$ cat src/rtl/skip_add_seq_pkg.sv
// Shared definitions for the multi-byte add/subtract sequencer: FSM state
// encodings, the datapath byte width and the legal operand-size range.
package skip_add_seq_pkg;

   // Datapath slice width; every operand is processed one slice per clock.
   localparam int BYTE_W = 8;

   // Supported operand sizes in bytes.
   localparam int NBYTES_MIN = 2;
   localparam int NBYTES_MAX = 16;

   // Sequencer states; encodings are fixed so other tools can decode them.
   typedef enum logic [1:0] {
      IDLE = 2'd0,
      RUN  = 2'd1,
      DONE = 2'd2
   } seqStateT;

endpackage

$ cat src/rtl/skip_adder8.sv
// 8-bit carry-skip adder built from two 4-bit ripple blocks. When every bit
// of a block propagates, the block's carry-in is forwarded straight to its
// carry-out, so the worst-case carry path skips the ripple chain.
module skip_adder8
   import skip_add_seq_pkg::*;
(
   input  logic [BYTE_W-1:0] a,
   input  logic [BYTE_W-1:0] b,
   input  logic              ci,
   output logic [BYTE_W-1:0] s,
   output logic              co
);

   logic [BYTE_W-1:0] genBits;
   logic [BYTE_W-1:0] propBits;

   assign genBits  = a & b;
   assign propBits = a ^ b;

   // Ripple inside each 4-bit block, then pick the skip carry or the rippled
   // carry at each block boundary depending on the block propagate signal.
   always_comb begin
      logic rippleCarry;
      logic lowBlockCarry;
      s             = '0;
      co            = 1'b0;
      rippleCarry   = ci;
      lowBlockCarry = 1'b0;
      for (int i = 0; i < 4; i++) begin
         s[i]        = propBits[i] ^ rippleCarry;
         rippleCarry = genBits[i] | (propBits[i] & rippleCarry);
      end
      lowBlockCarry = (&propBits[3:0]) ? ci : rippleCarry;
      rippleCarry   = lowBlockCarry;
      for (int i = 4; i < 8; i++) begin
         s[i]        = propBits[i] ^ rippleCarry;
         rippleCarry = genBits[i] | (propBits[i] & rippleCarry);
      end
      co = (&propBits[7:4]) ? lowBlockCarry : rippleCarry;
   end

endmodule

$ cat src/rtl/skip_add_seq.sv
// Multi-byte add/subtract sequencer. One shared skip_adder8 is reused for
// NBYTES clocks per operation, LSB byte first, with the inter-byte carry held
// in a register. Operands come in and results go out over valid/ready.
module skip_add_seq
   import skip_add_seq_pkg::*;
#(
   parameter int NBYTES = 4
)
(
   input  logic                     clk,
   input  logic                     rst,
   input  logic                     in_valid,
   output logic                     in_ready,
   input  logic [8*NBYTES-1:0]      a,
   input  logic [8*NBYTES-1:0]      b,
   input  logic                     ci,
   input  logic                     sub,
   output logic                     out_valid,
   input  logic                     out_ready,
   output logic [8*NBYTES-1:0]      s,
   output logic                     co,
   output logic                     ovf
);

   localparam int WIDTH = BYTE_W * NBYTES;
   localparam int IDX_W = $clog2(NBYTES);

   seqStateT          state;
   logic [WIDTH-1:0]  aReg;
   logic [WIDTH-1:0]  bReg;
   logic              carryReg;
   logic [IDX_W-1:0]  byteIdx;
   logic [BYTE_W-1:0] aByte;
   logic [BYTE_W-1:0] bByte;
   logic [BYTE_W-1:0] sumByte;
   logic              sumCarry;
   logic              lastByte;

   // Handshake flags come straight from the state register, so there is no
   // combinational path from in_valid to out_valid.
   assign in_ready  = (state == IDLE);
   assign out_valid = (state == DONE);
   assign lastByte  = (byteIdx == IDX_W'(NBYTES - 1));

   // Index mux: present operand byte k of each register to the shared adder.
   always_comb begin
      aByte = '0;
      bByte = '0;
      for (int i = 0; i < NBYTES; i++) begin
         if (byteIdx == IDX_W'(i)) begin
            aByte = aReg[i*BYTE_W +: BYTE_W];
            bByte = bReg[i*BYTE_W +: BYTE_W];
         end
      end
   end

   skip_adder8 byteAdder (
      .a  (aByte),
      .b  (bByte),
      .ci (carryReg),
      .s  (sumByte),
      .co (sumCarry)
   );

   // Sequencer: accept operands in IDLE (pre-inverting b for subtract and
   // seeding the carry with 1), walk the bytes in RUN writing one result byte
   // per clock, and hold the result in DONE until the consumer takes it.
   always_ff @(posedge clk or posedge rst) begin
      if (rst) begin
         state    <= IDLE;
         aReg     <= '0;
         bReg     <= '0;
         carryReg <= 1'b0;
         byteIdx  <= '0;
         s        <= '0;
         co       <= 1'b0;
         ovf      <= 1'b0;
      end else begin
         case (state)
            IDLE: begin
               if (in_valid) begin
                  aReg     <= a;
                  bReg     <= sub ? ~b : b;
                  carryReg <= sub ? 1'b1 : ci;
                  byteIdx  <= '0;
                  state    <= RUN;
               end
            end
            RUN: begin
               for (int i = 0; i < NBYTES; i++) begin
                  if (byteIdx == IDX_W'(i)) begin
                     s[i*BYTE_W +: BYTE_W] <= sumByte;
                  end
               end
               carryReg <= sumCarry;
               if (lastByte) begin
                  co      <= sumCarry;
                  ovf     <= (aReg[WIDTH-1] == bReg[WIDTH-1]) &&
                             (sumByte[BYTE_W-1] != aReg[WIDTH-1]);
                  byteIdx <= '0;
                  state   <= DONE;
               end else begin
                  byteIdx <= byteIdx + IDX_W'(1);
               end
            end
            DONE: begin
               if (out_ready) begin
                  state <= IDLE;
               end
            end
            default: begin
               state <= IDLE;
            end
         endcase
      end
   end

endmodule

$ cat config.mk
export PLATFORM = sky130hd
export DESIGN_NAME = skip_add_seq
export DESIGN_NICKNAME = d
export VERILOG_FILES = /design/src/rtl/skip_add_seq_pkg.sv /design/src/rtl/skip_adder8.sv /design/src/rtl/skip_add_seq.sv
export SDC_FILE = /design/constraint.sdc
export NUM_CORES = 1
export LEC_CHECK = 0
export ABC_AREA = 1
export BUFFER_PORTS_ARGS = -buffer_cell sky130_fd_sc_hd__buf_2
export CORE_AREA = 2 2 107 109
export CTS_CLUSTER_DIAMETER = 120
export CTS_CLUSTER_SIZE = 40
export DETAILED_ROUTE_END_ITERATION = 16
export DIE_AREA = 0 0 109 111
export GPL_ROUTABILITY_DRIVEN = 0
export GPL_TIMING_DRIVEN = 0
export PLACE_DENSITY = 0.71
export SLEW_MARGIN = 20
export SYNTH_ARGS = -nofsm -noshare
export SYNTH_HDL_FRONTEND = slang
export SYNTH_HIERARCHICAL = 1
export SYNTH_SLANG_ARGS = --single-unit
$ cat constraint.sdc
create_clock -name clk -period 7.3 [get_ports clk]
set_clock_uncertainty 0.15 [all_clocks]
set_input_delay 0.73 -clock clk [delete_from_list [all_inputs] [get_ports clk]]
set_output_delay 0.73 -clock clk [all_outputs]
set_load 0.05 [all_outputs]
==> flow_summary.ini <==
[outcome]
status = finished, final reports clean

[global_routing]
globalRoute.totalOverflow = 0
grt_max_degree = 54
globalRouteTotalUtil_pct = 21.8
antenna_found_initial = 0
first_global_vias = 4357
grt_pass1_wl_um = 20600

[cells_and_area]
syn2layout_area_growth_pct = 19.7
final_common_cell = nand2_1
n_antenna_cell = 0
regArea_um2 = 2580
fillers = 1002
nets = 843
fin_util_pct = 57.5
multi_input_area_um2 = 2360
drive_gt1_share_pct = 23.5
mostFrequentLayoutCells = nand2_1, buf_2, dfrtp_1

[timing]
max_slew_margin_pct = 67.7
worst_slew_pin_slew_ns = 0.484
setup_viol = 0
period_share_pct = 79.5
rsz0062_at_grt = no
finalSetupTns_ns = 0
maxSlewViolCount = 0
hold_viol_final = 0
max_freq_ghz = 0.172
period_needed_ns = 5.80

[critical_path]
cp_max_fo = 10
cpMostUsedCell = fa_1
critPathSlowestCell = dfrtp_1
critPathLaunchType = flip-flop
endpoint_kind = flip-flop
cp_top_family = adder cells
worstPathRequired_ns = 7.39
worst-setup-path-type = reg -> reg
path_buf_inv = 8
worstPathArrival_ns = 5.89
slowest_delay_ns = 0.43

[place]
dp_hpwl_um = 9670
portBuffers = 104

[clocking]
cts_sinks = 103
post_cts_buffers = 0
clk_pin_slew_ns = 0.07
hold_buffers = 0
cts_resized = 0
cts_buffers = 9
clock_latency_ns = 0.35
clockBufferDepth = 2
cts-root-buf = clkbuf_16
cts_tree = yes
htreeDepth = 3

[die]
rows = 39
num_io_pins = 106
die_w_um = 109
coreArea_um2 = 11100
die_area_um2 = 12100
start_util_pct = 48.0
die_h_um = 111

[yosys]
synth_warnings = 6
syn_inst = 637
ys_seq_elements = 103
synth_area_um2 = 5320
yosysSeqAreaShare_pct = 48.4
syn_nets = 727
postSynthAreaPerCell_um2 = 8.35
synth.distinct_cells = 26

[pwr]
ir_drop_mv = 0.294
power.density_nw_per_um2 = 549
p_leak_nw = 3.55

[detailed_routing]
final_antenna_net_count = 0
num_vias = 4397
post_drt_wl_per_cell_um = 13.9
drt_iter0_drc = 260
drt-total-wl_um = 12600
routed_via_density = 4.88
firstDrtPassIters = 5
post-route-drc-count = 0

[hold_path]
min_path_type = in -> async

[job]
drv_cap = 0
-- synthesized netlist by cell type --
master,number,area (um^2)
nand2_4,4,45.0
a21oi_1,32,160
inv_2,3,11.3
nand3_1,20,100
or2_1,1,6.26
fa_1,8,160
nand2_2,1,6.26
xor2_1,32,280
o21ai_1,18,90.1
nor2_1,3,11.3
o21ai_0,6,30.0
o31ai_1,1,7.51
nor2_8,1,20.0
o21ai_2,19,166
clkbuf_1,8,30.0
o21bai_1,1,7.51
nand2_1,292,1100
dfrtp_1,103,2580
buf_4,4,30.0
inv_1,42,158
buf_2,17,85.1
and2_1,1,6.26
ha_1,12,150
nor2_4,1,11.3
buf_6,6,67.6
nand3b_1,1,7.51
-- final timing paths --
| path | startpoint | endpoint | slack (ns) | depth (start not counted) |
|---|---|---|---|---|
| min in group clk | aReg[14] | aReg[14] | 0.33 | 2 |
| setup / recovery | byteIdx[0] | ovf | 1.50 | 26 |
| max in group asynchronous | rst | aReg[11] | 6.14 | 3 |
| hold reg to reg | aReg[14] | aReg[14] | 0.33 | 2 |
| hold / removal | rst | s[14] | 0.25 | 2 |
| setup reg to reg | byteIdx[0] | ovf | 1.50 | 26 |
-- per-stage QoR --
| step | hold slack (ns) | power, mW | setup slack (ns) | cells | instance area (um^2) |
|---|---|---|---|---|---|
| after detailed placement | 0.316 | 2.99 | 1.55 | 885 | 6050 |
| after floorplan | 0.299 | 2.48 | 2.19 | 637 | 5320 |
| final | 0.254 | 3.49 | 1.50 | 901 | 6370 |
| after global routing | 0.296 | 3.80 | 1.20 | 901 | 6370 |
| after global placement | 0.309 | 2.92 | 1.71 | 884 | 6020 |
| after CTS | 0.272 | 3.51 | 1.53 | 901 | 6370 |
-- cells by family after synthesis --
logic type      Yosys count  share of synthesized area, %
fa+ha+maj                20                          5.83
simple gates            325                          24.6
compound gates           77                          8.68
xor+xnor                 32                          5.27
buf+inv                  80                          7.17
flops                   103                          48.4
-- state kept, by name (all words and copies together) (netlist names) --
signal	count
state	2
bReg	32
co	1
aReg	32
byteIdx	2
s	32
carryReg	1
ovf	1
-- where the power goes --
part           leakage [nW]  total, mW  switching (mW)  internal, mW
registers              1.29       1.01           0.164         0.844
clock network         0.151      0.502           0.221         0.280
logic                  2.11       1.98            1.40         0.581
total                  3.55       3.49            1.79          1.71
-- routing by layer --
metal | up-vias | part of all wire (%) | track usage, %
li1 | 2196 | - | -
met3 | 19 | 5.6 | 3.17
met2 | 136 | 49 | 37.4
met5 | - | 0 | 0
met1 | 2046 | 44 | 28.4
met4 | 0 | 1.6 | 6.41
-- layout make-up --
cell class / instances / share of cell area, %
flip-flops and latches: 103 / 40.5
inverters: 45 / 2.73
plain buffers: 35 / 3.34
well taps: 143 / 2.81
clock inverters: 6 / 1.18
repair buffers: 105 / 8.61
multi-input cells: 454 / 37.1
clock buffers: 10 / 3.75
(Power assumes the default switching activity.)
